[src/rtl/down_counter_timer.sv]
// down_counter_timer: loadable, prescaled down-counter timer.
// Counts a programmed value toward zero, one step every PRESCALE clocks,
// pulses Done for one cycle at terminal count, and can auto-reload.
module down_counter_timer #(
   parameter int WIDTH    = 4,
   parameter int PRESCALE = 1
) (
   input  logic             Clock,
   input  logic             Reset_n,
   input  logic             Load,
   input  logic [WIDTH-1:0] Din,
   input  logic             Start,
   input  logic             Stop,
   input  logic             Auto,
   output logic [WIDTH-1:0] Q,
   output logic             Busy,
   output logic             Done,
   output logic             Zero
);

   // A PRESCALE of 1 still needs a 1-bit prescaler so the tick compare is legal.
   localparam int               PW      = (PRESCALE > 1) ? $clog2(PRESCALE) : 1;
   localparam logic [PW-1:0]    PRE_MAX = PW'(PRESCALE - 1);
   localparam logic [WIDTH-1:0] ONE     = WIDTH'(1);

   typedef enum logic [1:0] {
      IDLE,
      RUN,
      PAUSE
   } state_t;

   state_t           state_q, state_d;
   logic [WIDTH-1:0] q_q, q_d;
   logic [WIDTH-1:0] reload_q, reload_d;
   logic [PW-1:0]    pre_q, pre_d;
   logic             busy_q, busy_d;
   logic             done_q, done_d;

   logic do_load;
   logic do_start;
   logic tick;
   logic terminal;

   // Input priority is Stop > Load > Start: only the winning input acts.
   assign do_load  = Load & ~Stop;
   assign do_start = Start & ~Stop & ~Load;
   // A tick only happens while already running and not being paused this cycle.
   assign tick     = (state_q == RUN) & ~Stop & (pre_q == PRE_MAX);
   assign terminal = tick & (q_q == ONE);

   // State register plus all datapath flops, with synchronous active-low reset.
   always_ff @(posedge Clock) begin
      // NOTE: non-blocking assignments keep every flop sampling pre-edge values.
      if (!Reset_n) begin
         state_q  <= IDLE;
         q_q      <= '0;
         reload_q <= '0;
         pre_q    <= '0;
         busy_q   <= 1'b0;
         done_q   <= 1'b0;
      end else begin
         state_q  <= state_d;
         q_q      <= q_d;
         reload_q <= reload_d;
         pre_q    <= pre_d;
         busy_q   <= busy_d;
         done_q   <= done_d;
      end
   end

   // Next-state decode for the IDLE / RUN / PAUSE controller.
   always_comb begin
      // NOTE: default first so every path assigns state_d and no latch is inferred.
      state_d = state_q;
      unique case (state_q)
         IDLE: begin
            if (do_start && (q_q != '0)) state_d = RUN;
         end
         RUN: begin
            if (Stop)                     state_d = PAUSE;
            else if (terminal && !Auto)   state_d = IDLE;
         end
         PAUSE: begin
            if (do_load)                  state_d = IDLE;
            else if (do_start)            state_d = RUN;
         end
         default: state_d = IDLE;
      endcase
   end

   // Count, reload, prescaler and registered-output next values.
   always_comb begin
      q_d      = q_q;
      reload_d = reload_q;
      pre_d    = pre_q;
      done_d   = terminal;
      busy_d   = (state_d == RUN);

      if (state_q != RUN) begin
         // IDLE and PAUSE both accept a load; PAUSE keeps its phase on resume.
         if (do_load) begin
            q_d      = Din;
            reload_d = Din;
            pre_d    = '0;
         end else if (do_start && (state_q == IDLE) && (q_q != '0)) begin
            pre_d = '0;
         end
      end else if (!Stop) begin
         if (tick) begin
            pre_d = '0;
            if (q_q > ONE)     q_d = q_q - ONE;
            else if (terminal) q_d = Auto ? reload_q : '0;
         end else begin
            pre_d = pre_q + PW'(1);
         end
      end
   end

   assign Q    = q_q;
   assign Busy = busy_q;
   assign Done = done_q;
   assign Zero = (q_q == '0);

endmodule

[config.mk]
export PLATFORM = sky130hd
export DESIGN_NAME = down_counter_timer
export DESIGN_NICKNAME = d
export VERILOG_FILES = /design/src/rtl/down_counter_timer.sv
export SDC_FILE = /design/constraint.sdc
export NUM_CORES = 1
export LEC_CHECK = 0
export CORE_MARGIN = 2
export CORE_UTILIZATION = 45
export CTS_BUF_LIST = sky130_fd_sc_hd__clkbuf_16
export DETAILED_ROUTE_END_ITERATION = 10
export HOLD_SLACK_MARGIN = 0.06
export PLACE_DENSITY = 0.73
export SETUP_SLACK_MARGIN = 0.5
export SYNTH_ARGS = -nofsm -noshare
export SYNTH_HDL_FRONTEND = slang
export SYNTH_SLANG_ARGS = --single-unit
[constraint.sdc]
create_clock -name Clock -period 2.15 [get_ports Clock]
set_input_delay 0.43 -clock Clock [delete_from_list [all_inputs] [get_ports Clock]]
set_output_delay 0.43 -clock Clock [all_outputs]
set_load 0.01 [all_outputs]
* After elaboration in Yosys (flattened, before gate mapping)
Index checks and enable logic that the tools add are counted.
** Word-level totals
- Word-level logic and storage cells :: 57
- Bits of input ports :: 10
- Output and inout port bits :: 7
- Register bits :: 13
** Operators by class
- Reductions and logical operators :: 13
- Bitwise operators :: 9
- Mux-type cells :: 18
- $add $sub $neg :: 2
- Order comparisons :: 1
- Equal/unequal tests :: 8
** Operators with widths (number)
- 4-bit two-way mux :: 7
- 2-bit two-way mux :: 5
- 1-bit AND :: 6
- 2-bit case mux with 3 select lines :: 1
- 1-bit two-way mux :: 5
- 2-bit by 1-bit == test with 1-bit output, second input constant :: 2
- 4-bit by 1-bit == test with 1-bit output, second input constant :: 1
- 4-bit by 1-bit greater-than comparator with 1-bit output, second input constant :: 1
- 1-bit logical AND :: 4
- 4-bit logical NOT :: 1
- 2-bit by 1-bit != test with 1-bit output, second input constant :: 2
- 2-bit AND reduction :: 2
- 4-bit AND reduction :: 1
- 4-bit nonzero test :: 1
- 4-bit by 1-bit subtractor with 4-bit output, second input constant :: 1
- 3-bit by 2-bit != test with 1-bit output, second input constant :: 1
- 1-bit inverter :: 3
- 3-bit nonzero test :: 1
- 2-bit == test, second input constant :: 1
- 2-bit logical NOT :: 1
- 2-bit != test, second input constant :: 1
- 2-bit nonzero test :: 1
- 1-bit adder, second input constant :: 1
- 1-bit logical NOT :: 1

* Depth between registers and ports, before layout
- Word-level depth :: 9
- Depth in mapped cells :: 6
- Mapped depth without buffers :: 6

* Worst setup path after synthesis
No wires, ideal clock.
- Path kind :: register to register
- From :: register q_q[1], in the netlist Q[1]
- To :: register q_q[1], in the netlist Q[1]
- Setup time :: 0.124 ns
- Period minus slack after synthesis :: 1.682 ns
- Path slack :: 0.468 ns
- Buffers on the path :: 0
- Arrival time :: 1.558 ns
- Data required time :: 2.026 ns
- Stages on the path, launching flop included :: 7
- Cells stage by stage :: dfxtp_1 > inv_1 > ha_1 > nor4b_1 > o22ai_4 > o211a_1 > o2bb2ai_1
** Between the ends
- Word-level cells in the longest chain between the ends :: 5
- Elaborated cells on any way between the ends :: 10
- Those cells by class :: 1 x add/sub; 1 x order compare; 1 x eq/ne; 4 x mux; 1 x bitwise; 2 x reduce/logical
** RTL lines
- from (decl) :: line 33 : logic [WIDTH-1:0] q_q, q_d;
- from (signal assigned) :: line 63 : q_q <= q_d;
- 4-bit by 1-bit subtractor with 4-bit output / 4-bit by 1-bit greater-than comparator with 1-bit output (equally long branches) :: line 111 : if (q_q > ONE) q_d = q_q - ONE;
- 4-bit two-way mux :: line 111
- 4-bit two-way mux :: line 109 : if (tick) begin
- 4-bit two-way mux :: line 108 : end else if (!Stop) begin
- 4-bit two-way mux :: line 99 : if (state_q != RUN) begin
Parallel ways exist; a longest one is shown, timed or not. The select of a mux whose other input is x is not followed.
A chain may end at the register's enable or synchronous reset.

* Worst setup path in the final report
- From :: register q_q[0], in the netlist Q[0]
- To :: output Q[0]
** RTL lines
- to (decl) :: line 15 : output logic [WIDTH-1:0] Q,
No word-level cell between the ends.

==> run_results.csv <==
group,metric,value,unit
outcome,status,"finished clean",
logic_synthesis,synth_edf_count,0,
logic_synthesis,ys.flop_type,"dfxtp_1",
layout,mostFrequentLayoutCells,"clkdlybuf4s50_1, nand2_1, dfxtp_1, a21oi_1, buf_4",
clock_tree,clockRootBuffer,"clkbuf_16",
layout,nets,126,
floorplanning,die_y,44.33,um
global_routing,grt_pass1_vias,656,
logic_synthesis,synth_xor_area_frac,0.01197,
route,vias_per_cell,5.961,
sta,finalHoldViolations,0,
floorplanning,io_pins,17,
global_routing,grt_pass1_wl,2.877,mm
logic_synthesis,synth-simple-area-share,0.2496,
power_and_ir_drop,ir_drop,616.5,uV
route,wl_per_cell,13.91,um
sta,fin_crit,1.663,ns
worst_setup_path,cp_num_buf_inv,2,
logic_synthesis,synth_cell_types,33,
floorplanning,initial_core_util,0.4803,
worst_setup_path,critPathSlowestCell,"clkdlybuf4s50_1",
sta,worst_slew_pin_slew,0.3669,ns
clock_tree,cts_made_buffers,3,
placement,place_congestion,0.8769,
floorplanning,core-area,1524,sq um
floorplanning,core.rowCount,14,
worst_setup_path,critical-path-top-delay-family,"buffers and inverters",
route,drt_pre_antenna_iters,4,
worst_setup_path,crit_arrival,1.23,ns
clock_tree,clkTransAtPathRegs,0.04,ns
layout,area_growth,45.81,%
worst_setup_path,critPathMaxFanout,4,
logic_synthesis,async_reset_ff_frac,0,
logic_synthesis,yosys.area_share.adder,0.05128,
worst_setup_path,endpoint_kind,"primary output",
worst_setup_path,startpoint_type,"flip-flop",
clock_tree,cts_buffer_depth,2,
logic_synthesis,synth_warnings,0,
logic_synthesis,synth.avg_cell_area,8.511,sq um
route,vias,763,
power_and_ir_drop,power.density,706.9,nW/um^2
placement,place.port_buffers,16,
route,routed_wl,1.781,mm
worst_setup_path,cpPeakStageDelay,0.52,ns
logic_synthesis,synth_top_family_by_area,"compound AO/OA/AOI/OAI gates",
worst_setup_path,cp_cell_sequence,"buf_4 > clkdlybuf4s50_1",
logic_synthesis,syn-num-nets,99,
hold_path,hp-class,"reg2reg",
layout,drive_above_1_share,0.2143,
global_routing,antenna_found_initial,0,
sta,skew,0.0004410,ns
sta,tns,0,ns
clock_tree,h-tree-depth,1,
power_and_ir_drop,p_leak,0.4547,nW
global_routing,grt_max_degree,13,
clock_tree,ctsHoldBuffers,0,
layout,n_antenna_cell,0,
run,drv_cap,0,
logic_synthesis,synth_mux_area_frac,0.01538,
logic_synthesis,synth_cells,86,
sta,fmax,601.3,MHz
route,ant_nets,0,
route,drcViolationCount,0,
logic_synthesis,syn-cell-area,732.0,sq um
route,drt_iter0_drc,11,
sta,maxSlewHeadroom,0.7547,
clock_tree,clkLatencyLatePin,0.24,ns
sta,drv_slew,0,
global_routing,grt.total_usage,0.2103,
sta,whs,0.4776,ns
layout,final_common_cell,"clkdlybuf4s50_1",
layout,final_core_util,0.7003,
floorplanning,die_x,44.33,um
global_routing,overflow,0,
worst_setup_path,cp.required,1.72,ns
clock_tree,cts_tree,"done",
layout,fill_cells,125,
logic_synthesis,synth_seq_cells,13,
floorplanning,die_area,1965,sq um
logic_synthesis,synth_seq_area_share,0.3556,
logic_synthesis,synth_compound_area_frac,0.2769,
sta,period_share,0.7735,
clock_tree,clock-sinks,13,
sta,finalSetupViolations,0,
sta,rsz0062_at_grt,"true",
placement,hpwl,1.286,mm
worst_setup_path,critPathKind,"reg2out",
-- power breakdown --
| group | total [W] | internal, W | switching (W) |
|---|---|---|---|
| clock | 0.000351 | 0.000246 | 0.000106 |
| combinational | 0.000140 | 0.0000732 | 0.0000671 |
| sequential | 0.000263 | 0.000252 | 0.0000107 |
| total | 0.000754 | 0.000571 | 0.000184 |
-- logic make-up after synthesis --
| family | Yosys count |
|---|---|
| buffers and inverters | 7 |
| AOI/OAI and AO/OA | 29 |
| xor gates and xnor gates | 1 |
| muxes | 1 |
| DFF | 13 |
| and+or+nand+nor | 32 |
| adders and majority gates | 3 |
-- synth_stat cells (2+ instances only) --
cell type | instances | area (sq um)
nor3_1 | 3 | 15.01
ha_1 | 3 | 37.54
inv_1 | 4 | 15.01
nor2_1 | 5 | 18.77
dfxtp_1 | 13 | 260.3
o211ai_1 | 3 | 22.52
nand2_1 | 11 | 41.29
o211a_1 | 2 | 20.02
o2bb2ai_1 | 2 | 17.52
a21oi_1 | 9 | 45.04
nand4b_1 | 3 | 26.28
nor4b_1 | 2 | 17.52
o21ai_1 | 6 | 30.03
-- worst register-to-register path, delay by kind of cell, from the launching register on --
family	cells	cell delay (ns)
DFF	1	0.34
adders and majority gates	1	0.23
AOI/OAI and AO/OA	3	0.44
buffers and inverters	1	0.07
and+or+nand+nor	1	0.36
-- registers in the layout (all words and copies together) (netlist names) --
name,flops
Done,1
reload_q,4
pre_q,1
Q,4
Busy,1
state_q,2
-- per-stage QoR --
step	area [sq um]	worst slack, ns	total power (W)	instances
after global routing	1067	0.4498	0.0007868	128
after floorplan	738.2	0.6026	0.0003363	86
after CTS	1026	0.4038	0.0007470	124
after detailed placement	927.1	0.1292	0.0003936	118
after global placement	927.1	0.1655	0.0003913	118
final	1067	0.4869	0.0007544	128
-- per-layer routing --
layer | vias up | wire [um] | global-route usage
li1 | 374 | - | -
met1 | 365 | 848 | 0.2843
met2 | 20 | 817 | 0.3029
met3 | 4 | 78 | 0.04898
met4 | 0 | 36 | 0.1273
met5 | - | 0 | 0
-- path summary, 6_finish.rpt --
| path | from | end | slack (ns) | depth (start not counted) |
|---|---|---|---|---|
| setup / recovery | Q[0]$_SDFFE_PN0P_ | Q[0] | 0.49 | 2 |
| hold / removal | reload_q[2]$_SDFFE_PN0P_ | reload_q[2]$_SDFFE_PN0P_ | 0.48 | 2 |
| setup reg to reg | Q[0]$_SDFFE_PN0P_ | Q[1]$_SDFFE_PN0P_ | 0.59 | 6 |
| hold reg to reg | reload_q[2]$_SDFFE_PN0P_ | reload_q[2]$_SDFFE_PN0P_ | 0.48 | 2 |
-- final cells by class --
cell class	count	area [sq um]	share of cell area
flip-flops and latches	13	267.8	0.2509
clock buffers	3	75.07	0.07034
multi-input cells	66	454.2	0.4256
repair buffers	25	231.5	0.2169
inverters	4	15.01	0.01407
well taps	16	20.02	0.01876
clock inverters	1	3.754	0.003517
-- what timing repair did --
| item | in CTS | in global routing |
|---|---|---|
| setup endpoints to repair | 8 | 7 |
| pin swaps | 3 | 3 |
| cloned | 0 | 0 |
| gates resized for setup | 7 | 6 |
| endpoints found under the hold margin | 0 | 0 |
| buffers inserted | 2 | 4 |
Power figures use the tool's default switching activity.
